$ cat config.mk
export PLATFORM = sky130hd
export DESIGN_NAME = nl_tile_injection_arbiter
export DESIGN_NICKNAME = d
export VERILOG_FILES = /design/src/rtl/nl_tile_injection_arbiter.sv
export SDC_FILE = /design/constraint.sdc
export NUM_CORES = 1
export LEC_CHECK = 0
export CELL_PAD_IN_SITES_DETAIL_PLACEMENT = 0
export CELL_PAD_IN_SITES_GLOBAL_PLACEMENT = 2
export CORE_AREA = 2 2 129 143
export DETAILED_ROUTE_END_ITERATION = 7
export DIE_AREA = 0 0 131 145
export PLACE_DENSITY = 0.84
export SLEW_MARGIN = 20
export SYNTH_ARGS = -nofsm -noshare
export SYNTH_HDL_FRONTEND = slang
export SYNTH_SLANG_ARGS = --single-unit
$ cat constraint.sdc
create_clock -name clk -period 3.5 [get_ports clk]
set_input_delay 0.7 -clock clk [delete_from_list [all_inputs] [get_ports clk]]
set_output_delay 0.7 -clock clk [all_outputs]
set_load 0.03 [all_outputs]
$ cat src/rtl/nl_tile_injection_arbiter.sv
// Injection arbiter sharing one router TILE input among NR requesters: round-robin packet grant,
// VC pick, head/body/tail sequencing, per-VC credits. Optional stats behind `NL_INJ_STATS_EN.
module nl_tile_injection_arbiter #(
    parameter int NR     = 4,
    parameter int NV     = 2,
    parameter int DEPTH  = 4,
    parameter int MAXLEN = 8,
    parameter int DW     = 32,
    parameter int LW     = $clog2(MAXLEN + 1)
) (
    input  logic             clk,
    input  logic             rst,
    input  logic [NR-1:0]    req_valid,
    input  logic [NR*LW-1:0] req_len,
    input  logic [NR*DW-1:0] req_data,
    output logic [NR-1:0]    req_grant,
    output logic [NR-1:0]    req_ack,
    output logic             flit_valid,
    output logic             flit_head,
    output logic             flit_tail,
    output logic [NV-1:0]    flit_vc,
    output logic [DW-1:0]    flit_data,
    input  logic             credit_valid,
    input  logic [NV-1:0]    credit_vc,
    output logic             credit_err,
    output logic [1:0]       state_dbg
`ifdef NL_INJ_STATS_EN
    ,
    output logic [NR*32-1:0] pkt_count,
    output logic [31:0]      stall_cycles
`endif
);

    localparam int CW = $clog2(DEPTH + 1);
    localparam int RW = (NR > 1) ? $clog2(NR) : 1;

    // Handshake: req_grant is held for the whole packet; each cycle req_ack[i] is high the
    // flit presented on req_data[i] is consumed and the requester must advance to its next flit.
    // That consumed flit appears on flit_* one cycle later.
    typedef enum logic [1:0] {
        S_IDLE  = 2'd0,
        S_GRANT = 2'd1,
        S_SEND  = 2'd2
    } state_t;

    state_t          state_q, state_d;
    logic [RW-1:0]   rr_q;
    logic [RW-1:0]   win_q;
    logic [LW-1:0]   len_q;
    logic [LW-1:0]   sent_q;
    logic [NV-1:0]   vc_q;
    logic [CW-1:0]   credit_q [NV];

    logic            pick_found;
    logic [RW-1:0]   pick_idx;
    logic [LW-1:0]   pick_len;
    logic [NV-1:0]   credit_nz;
    logic [NV-1:0]   vc_pick;
    logic            vc_found;
    logic            busy;
    logic            send_go;
    logic            last_flit;
    logic [RW-1:0]   rr_next;

    assign state_dbg = state_q;

    // Round-robin search starting at the pointer; zero-length requests are never eligible.
    always_comb begin
        pick_found = 1'b0;
        pick_idx   = '0;
        for (int i = 0; i < NR; i++) begin
            if (!pick_found && req_valid[(int'(rr_q) + i) % NR] &&
                (req_len[((int'(rr_q) + i) % NR) * LW +: LW] != '0)) begin
                pick_found = 1'b1;
                pick_idx   = RW'((int'(rr_q) + i) % NR);
            end
        end
    end

    assign pick_len = req_len[int'(pick_idx) * LW +: LW];

    always_comb begin
        vc_pick  = '0;
        vc_found = 1'b0;
        for (int v = 0; v < NV; v++) begin
            credit_nz[v] = (credit_q[v] != '0);
            if (!vc_found && credit_nz[v]) begin
                vc_found   = 1'b1;
                vc_pick[v] = 1'b1;
            end
        end
    end

    assign busy      = (state_q == S_GRANT) || (state_q == S_SEND);
    assign send_go   = busy && ((credit_nz & vc_q) != '0);
    assign last_flit = (sent_q == len_q - LW'(1));
    assign rr_next   = (win_q == RW'(NR - 1)) ? '0 : win_q + RW'(1);

    always_comb begin
        for (int i = 0; i < NR; i++) begin
            req_ack[i] = send_go && (win_q == RW'(i));
        end
    end

    always_ff @(posedge clk) begin
        if (rst) state_q <= S_IDLE;
        else     state_q <= state_d;
    end

    always_comb begin
        state_d = state_q;
        case (state_q)
            S_IDLE: begin
                if (pick_found && vc_found) state_d = S_GRANT;
            end
            S_GRANT, S_SEND: begin
                if (send_go && last_flit) state_d = S_IDLE;
                else                      state_d = S_SEND;
            end
            default: state_d = S_IDLE;
        endcase
    end

    always_ff @(posedge clk) begin
        if (rst) begin
            rr_q       <= '0;
            win_q      <= '0;
            len_q      <= '0;
            sent_q     <= '0;
            vc_q       <= '0;
            req_grant  <= '0;
            flit_valid <= 1'b0;
            flit_head  <= 1'b0;
            flit_tail  <= 1'b0;
            flit_vc    <= '0;
            flit_data  <= '0;
        end else begin
            flit_valid <= 1'b0;
            flit_head  <= 1'b0;
            flit_tail  <= 1'b0;
            if (state_q == S_IDLE && state_d == S_GRANT) begin
                win_q     <= pick_idx;
                len_q     <= pick_len;
                vc_q      <= vc_pick;
                sent_q    <= '0;
                req_grant <= NR'(1) << pick_idx;
            end
            if (send_go) begin
                flit_valid <= 1'b1;
                flit_head  <= (sent_q == '0);
                flit_tail  <= last_flit;
                flit_vc    <= vc_q;
                flit_data  <= req_data[int'(win_q) * DW +: DW];
                sent_q     <= sent_q + LW'(1);
                if (last_flit) begin
                    req_grant <= '0;
                    rr_q      <= rr_next;
                end
            end
        end
    end

    // A return on a counter already at DEPTH is dropped and flagged; send+return nets to zero.
    always_ff @(posedge clk) begin
        if (rst) begin
            credit_err <= 1'b0;
            for (int v = 0; v < NV; v++) credit_q[v] <= CW'(DEPTH);
        end else begin
            for (int v = 0; v < NV; v++) begin
                if (credit_valid && credit_vc[v] && !(send_go && vc_q[v])) begin
                    if (credit_q[v] == CW'(DEPTH)) credit_err <= 1'b1;
                    else                           credit_q[v] <= credit_q[v] + CW'(1);
                end else if (send_go && vc_q[v] && !(credit_valid && credit_vc[v])) begin
                    credit_q[v] <= credit_q[v] - CW'(1);
                end
            end
        end
    end

`ifdef NL_INJ_STATS_EN
    always_ff @(posedge clk) begin
        if (rst) begin
            pkt_count    <= '0;
            stall_cycles <= '0;
        end else begin
            if (send_go && last_flit) begin
                pkt_count[int'(win_q) * 32 +: 32] <= pkt_count[int'(win_q) * 32 +: 32] + 32'd1;
            end
            if (busy && !send_go) stall_cycles <= stall_cycles + 32'd1;
        end
    end
`endif

endmodule

# --- After elaboration in Yosys (flattened, before gate mapping) ---
# Memories as Yosys holds them, arrays and structs flattened.
# Index checks and enable logic that the tools add are counted.
totals:
  n_memories: 1
  in_bits: 153
  word_cells: 161
  regBits: 58
  output_inout_bits: 48
  ramBits: 6
op_classes:
  magnitude_cmp: 4
  n_mux: 58
  shift: 7
  bitwise_logic: 9
  eq_ne: 9
  n_addsub: 10
  n_reduce_logical: 50
memory_table:
  columns: ["name", "words", "width", "rd", "rd_ports_with_merged_regs", "write_ports", "line_no", "rtl"]
  rows:
  - ["credit_q", 2, 3, 2, 0, 2, "52", "logic [CW-1:0] credit_q [NV];"]
ops:
  columns: ["cell", "count"]
  rows:
  - ["128-bit by 8-bit variable part select with 32-bit output", 1]
  - ["16-bit by 5-bit variable part select with 4-bit output", 5]
  - ["1-bit 2-to-1 mux", 37]
  - ["1-bit logical AND", 24]
  - ["4-bit 2-to-1 mux", 5]
  - ["4-bit nonzero test", 4]
  - ["2-bit 2-to-1 mux", 7]
  - ["3-bit by 4-bit less-than comparator with 1-bit output, second input constant", 3]
  - ["3-bit 2-to-1 mux", 4]
  - ["2-bit OR reduction", 5]
  - ["1-bit binary-select mux with 2-bit select", 4]
  - ["1-bit logical NOT", 8]
  - ["3-bit by 1-bit adder with 3-bit output, second input constant", 2]
  - ["2-bit by 1-bit equality test with 1-bit output, second input constant", 3]
  - ["2-bit equality test, second input constant", 3]
  - ["3-bit equality test, second input constant", 2]
  - ["3-bit nonzero test", 2]
  - ["3-bit by 1-bit subtractor with 3-bit output, second input constant", 2]
  - ["2-bit by 1-bit adder with 2-bit output, second input constant", 2]
  - ["2-bit adder, second input constant", 2]
  - ["4-bit by 1-bit adder with 4-bit output, second input constant", 1]
  - ["4-bit equality test", 1]
  - ["2-bit logical NOT", 2]
  - ["4-bit logical NOT", 1]
  - ["other kinds (11)", 17]

# --- Depth between registers and ports, before layout ---
# Gate-level depths: netlist (run 1).
logic_depth:
  depth_word: 25
  depth_mapped: 11
  mapped_depth_nobuf: 10

# --- Worst setup path before layout (run 1) ---
# Ideal clock, no wire load.
synth_timing:
  path_type: "flip-flop to output port"
  startpoint: "register state_q[0], in the netlist state_dbg[0]"
  endpoint: "output req_ack[0]"
  t_arrival_ns: 2.237
  stages_incl_launch_ff: 8
  path_buffers: 2
  slack_ns: 0.563
  required_time_ns: 2.800
  path_cell_list: "dfxtp_1 -> inv_1 -> ha_1 -> o311a_1 -> a31o_2 -> clkbuf_1 -> clkbuf_1 -> and2_1"
synth_via:
  elab_chain_cells: 4
synth_lines:
  columns: ["element", "line_no", "rtl"]
  rows:
  - ["start: declaration", "46", "state_t state_q, state_d;"]
  - ["start signal: assignment", "107", "else state_q <= state_d;"]
  - ["2-bit by 1-bit equality test with 1-bit output / 2-bit equality test (equally long branches)", "94", "assign busy = (state_q == S_GRANT) || (state_q == S_SEND);"]
  - ["1-bit logical OR *", "94", null]
  - ["1-bit logical AND *", "95", "assign send_go = busy && ((credit_nz & vc_q) != '0);"]
  - ["1-bit logical AND *", "101", "req_ack[i] = send_go && (win_q == RW'(i));"]
  - ["end: declaration", "17", "output logic [NR-1:0] req_ack,"]
# Every way passes the cells marked *; elsewhere a longest branch is shown, timed or not.

# --- Worst setup path in the final report (run 1) ---
layout_timing:
  startpoint: "register state_q[1], in the netlist state_dbg[1]"
  endpoint: "output req_ack[0]"
# Same word-level chain as after synthesis.

==> flow_metrics.tcl, run 1 <==
set metrics [dict create \
    hold-path-endpoint "flit_data[13]" \
    die_area_um2 19000 \
    critPathKind "reg2out" \
    cts_tree "built" \
    multi_input_area_um2 2460 \
    setup-tns-final_ns 0 \
    grt_pass1_vias 4248 \
    die_h_um 145 \
    fin_util_pct 37.6 \
    cts_root_buf "clkbuf_16" \
    max_freq_mhz 326 \
    core_um2 17500 \
    final_common_cell "clkdlybuf4s50_1" \
    wirelength_mm 13.1 \
    grt_pass1_wl_mm 21.0 \
    power.total_uw 3650 \
    grt-ovfl-total 0 \
    syn_nets 590 \
    drc 0 \
    max_cap_viol_count 0 \
    busiest_layer "met2" \
    met1_usage_pct 15.2 \
    ys_ff_latch 64 \
    most-common-layout-cells "195 x clkdlybuf4s50_1, 86 x nand2_1, 56 x dfxtp_1, 53 x a21oi_1, 32 x mux4_2" \
    grt.met3_usage_pct 4.57 \
    syn_area_um2 3960 \
    antenna_cells 0 \
    end_kind "output port" \
    avgViaCountPerCell 4.60 \
    syn_inst 424 \
    required_ns 2.80 \
    synth_cell_types 59 \
    rows 51 \
    slew_headroom_pct 57.8 \
    htreeDepth 3 \
    drtIter0Drc 139 \
    track_usage_pct 14.1 \
    die_w_um 131 \
    hold_buffers 0 \
    start_util_pct 22.6 \
    status "finished, final reports clean" \
    grt_start_max_net_pins 59 \
    power.density_nw_per_um2 553 \
    layout-drive-gt1-share_pct 12.7 \
    ios 201 \
    seqCellArea_um2 1340 \
    wl_per_cell_um 15.2 \
    drtPass1Iterations 4 \
    num-fill-cells 1719 \
    nets 785 \
    period_share_pct 87.6 \
    place_hpwl_mm 10.4 \
    port_buffers 200 \
    min_from "flit_data[13]" \
    cts_max_path_buffers 2 \
    area_delta_synth_final_pct 66.3 \
    rsz0062_at_grt "false" \
    ff2ff_setup_slack_ns 0.47 \
    worst-slew-pin-transition_ns 0.633 \
    final-hold-violation-count 0 \
    clk_pin_slew_worst_paths_ns 0.06 \
    gr-usage-met2_pct 25.5 \
    slew_violations 0 \
    r2r-end "len_q[2]" \
    finClkSkew_ns 0.00588 \
    synth_enable_flop_cells 6 \
    r2r_start "state_dbg[1]" \
    async_flop_share_pct 0 \
    hold_path_depth 2 \
    place.gp.congestion 0.787 \
    cellLeakagePower_uw 0.00225 \
    min_period_ns 3.07 \
    vias 3969 \
    post-cts-setup-buffer-count 0 \
    cts_inserted_buffers 9 \
    ir_drop_mv 0.234 \
    yosys_warnings 0 \
    critPathArrivalTime_ns 2.37 \
    ant_nets 0 \
    clk_latency_ns 0.33 \
    cts_resized 0 \
    ys_seq_area_share_pct 33.8 \
    setup-violations-final 0 \
    ys.flop_type "dfxtp_1" \
    r2r_cells 9 \
    syn_avg_cell_area_um2 9.35 \
    clock_sinks 64 \
    antenna_found_initial 0 \
    startpoint_type "register" \
    hold_path_class "reg2reg" \
    path_max_fanout 28 \
]
==> cell usage after synthesis, drive strengths merged (9+ instances only) <==
library cell | count | share of area (%)
mux4 | 32 | 18
nand2 | 87 | 8.3
nor2 | 16 | 1.5
buf | 9 | 1.1
mux2i | 9 | 2.3
ha | 12 | 3.8
inv | 15 | 1.4
a21oi | 54 | 6.9
clkbuf | 20 | 1.9
o21ai | 12 | 1.5
dfxtp | 58 | 29
==> report_power, final <==
part	switching, µW	internal (µW)
clock network	334	587
registers	128	897
logic	895	806
total	1360	2290
==> registers in the layout (all words and copies together) (netlist names) <==
register / flops
flit_tail: 1
credit_q: 6
state_dbg: 2
req_grant: 4
sent_q: 4
flit_valid: 1
credit_err: 1
win_q: 2
flit_vc: 2
vc_q: 2
flit_data: 32
len_q: 4
flit_head: 1
rr_q: 2
==> layout make-up <==
| type | count | area share, % |
|---|---|---|
| Multi-Input combinational cell | 316 | 37.4 |
| Timing Repair Buffer | 213 | 32.2 |
| Sequential cell | 64 | 20.4 |
| Tap cell | 238 | 4.52 |
| Clock buffer | 11 | 3.84 |
| Inverter | 15 | 0.854 |
| Clock inverter | 5 | 0.835 |
==> cells by family after synthesis <==
family | after synthesis | share of synthesized area (%)
AO/OA/AOI/OAI | 101 | 16.8
flip-flops | 64 | 33.8
XOR/XNOR | 7 | 1.93
multiplexers | 41 | 20.5
AND/OR/NAND/NOR | 154 | 18.2
buffers and inverters | 44 | 4.42
adder cells (fa/ha/maj) | 13 | 4.29
==> worst max-delay path by stage <==
stage / start / end / slack (ns)
2_1_floorplan: state_dbg[0] / req_ack[0] / 0.56
3_3_place_gp: req_len[12] / len_q[0] / 0.30
3_5_place_dp: req_len[13] / len_q[1] / 0.24
4_1_cts: state_dbg[0] / req_ack[0] / 0.40
5_1_grt: state_dbg[1] / len_q[1] / 0.24
6_report: state_dbg[1] / req_ack[0] / 0.43
==> per-stage QoR <==
step / instances / setup slack [ns] / area, µm² / hold WS [ns]
6_report: 862 / 0.435 / 6590 / 0.453
5_1_grt: 862 / 0.236 / 6590 / 0.474
4_1_cts: 862 / 0.398 / 6590 / 0.455
3_5_place_dp: 846 / 0.241 / 6280 / 0.448
3_3_place_gp: 846 / 0.297 / 6280 / 0.442
2_1_floorplan: 424 / 0.563 / 3960 / 0.480
==> metal layers <==
| layer | wire length (µm) | part of all wire [%] |
|---|---|---|
| met1 | 5080 | 39 |
| met2 | 6840 | 52 |
| met3 | 1030 | 7.9 |
| met4 | 182 | 1.4 |
| met5 | 0 | 0 |
==> worst max-delay path: stages (launching register included) <==
cell,delay [ns]
dfxtp_1,0.41
inv_1,0.09
ha_1,0.43
o311a_1,0.28
a31o_2,0.16
buf_4,0.29
and2_1,0.23
buf_12,0.13
Power figures use the tool's default switching activity.
==> run 2: changes to the inputs <==
Settings changed: CORE_AREA 2 2 129 143 to 10 10 137 151, DIE_AREA 0 0 131 145 to 0 0 147 161.
==> flow_metrics.tcl, run 2 (synthesis results as in run 1) <==
set metrics [dict create \
    status "finished, final reports clean" \
    ff2ff_setup_slack_ns 0.43 \
    cts_max_path_buffers 2 \
    setup-violations-final 0 \
    core_um2 17500 \
    placed_cell_area_um2 6290 \
    rsz0062_at_grt "false" \
    fin_area_um2 6610 \
    track_usage_pct 12.4 \
    min_period_ns 3.24 \
    port_buffers 200 \
    critical_path.startpoint "state_dbg[1]" \
    wirelength_mm 14.7 \
    clk_latency_ns 0.33 \
    end_kind "output port" \
    htreeDepth 3 \
    start_util_pct 22.6 \
    place.gp.congestion 0.851 \
    min_from "flit_data[14]" \
    critPathMaxStageDelay_ns 0.44 \
    hold_path_class "reg2reg" \
    crit_slowest_cell "ha_1" \
    fin_cells 862 \
    power.density_nw_per_um2 559 \
    max_freq_mhz 309 \
    critPathTopFamily "buffers and inverters" \
    wl_per_cell_um 17.0 \
    largest_register_ffs 32 \
    worst-slew-pin-transition_ns 0.632 \
    rows 51 \
    cts_tree "built" \
    layout-drive-gt1-share_pct 12.5 \
    required_ns 2.80 \
    ios 201 \
    critPathArrivalTime_ns 2.54 \
    vias 3997 \
    slew_violations 0 \
    grt-ovfl-total 0 \
    startpoint_type "register" \
    cts_root_buf "clkbuf_16" \
    drc 0 \
    path_cells "inv_1 > ha_1 > o311a_1 > a31o_2 > buf_4 > and2_1 > buf_12" \
    cellLeakagePower_uw 0.00226 \
    die_area_um2 23700 \
    cts_inserted_buffers 9 \
    hold_buffers 0 \
    ir_drop_mv 0.239 \
    most-common-layout-cells "195 x clkdlybuf4s50_1, 86 x nand2_1, 56 x dfxtp_1, 53 x a21oi_1, 32 x mux4_2" \
    drtPass1Iterations 4 \
    setup-tns-final_ns 0 \
    nets 785 \
    grt_pass1_wl_mm 23.7 \
    slew_headroom_pct 57.9 \
    antenna_cells 0 \
    final_common_cell "clkdlybuf4s50_1" \
    numPlacedInstances 846 \
    clock_sinks 64 \
    period_share_pct 92.6 \
    path_buf_inv 3 \
    reg.largest.list "flit_data x32, credit_q x6" \
    max_cap_viol_count 0 \
    grt_start_max_net_pins 59 \
    post-cts-setup-buffer-count 0 \
    critPathKind "reg2out" \
    cts_resized 0 \
    drtIter0Drc 161 \
    die_h_um 161 \
    area_delta_synth_final_pct 66.9 \
    clk_pin_slew_worst_paths_ns 0.05 \
    final-hold-violation-count 0 \
    place_hpwl_mm 11.8 \
    top_register "flit_data" \
    avgViaCountPerCell 4.64 \
    r2r_start "state_dbg[1]" \
    antenna_found_initial 0 \
    path_max_fanout 48 \
    grt_pass1_vias 4433 \
    ant_nets 0 \
    die_w_um 147 \
    finClkSkew_ns 0.00512 \
]
run 2: worst paths after layout:
| check | to | cells past startpoint |
|---|---|---|
| hold / removal | flit_data[14] | 2 |
| setup / recovery | req_ack[1] | 7 |
| setup reg to reg | len_q[2] | 9 |
| hold reg to reg | flit_data[14] | 2 |
run 2: power by group:
group / internal, µW / switching, µW / total (µW)
Sequential: 898 / 123 / 1020
Clock: 628 / 324 / 952
Combinational: 806 / 916 / 1720
run 2: layout make-up:
type                    count  area (µm²)
clock buffers              14         284
clock inverters             2        35.0
fillers                  1727       10900
inverters                  15        56.3
multi-input cells         316        2460
flip-flops and latches     64        1340
well taps                 238         298
repair buffers            213        2130
run 2: metrics by stage:
stage	power, µW	worst slack [ns]	util (%)	hold slack, ns
after floorplan	2130	0.563	-	0.480
after global placement	2750	0.315	35.9	0.442
after detailed placement	2790	0.243	35.9	0.449
after CTS	3760	0.221	37.7	0.456
after global routing	3930	0.0910	37.7	0.471
final	3690	0.261	37.7	0.452
run 2: tightest hold or removal path, stage by stage, from the launching register on:
cell and delay (ns):
dfxtp_1 0.30, nand2_1 0.05, a21oi_1 0.05
run 2: routing by layer:
layer,vias up,global-route usage [%],routed length [µm]
li1,1943,-,-
met1,1876,12.3,5460
met2,164,21.6,7320
met3,14,7.07,1670
met4,0,3.97,202
met5,-,0,0
==> run 3: changes to the inputs <==
Settings changed: CORE_AREA 10 10 137 151 to 2 2 129 143, DIE_AREA 0 0 147 161 to 0 0 131 145.
==> results of run 3 <==
Same layout as run 1: the final DEF is identical, and so are final timing and power.
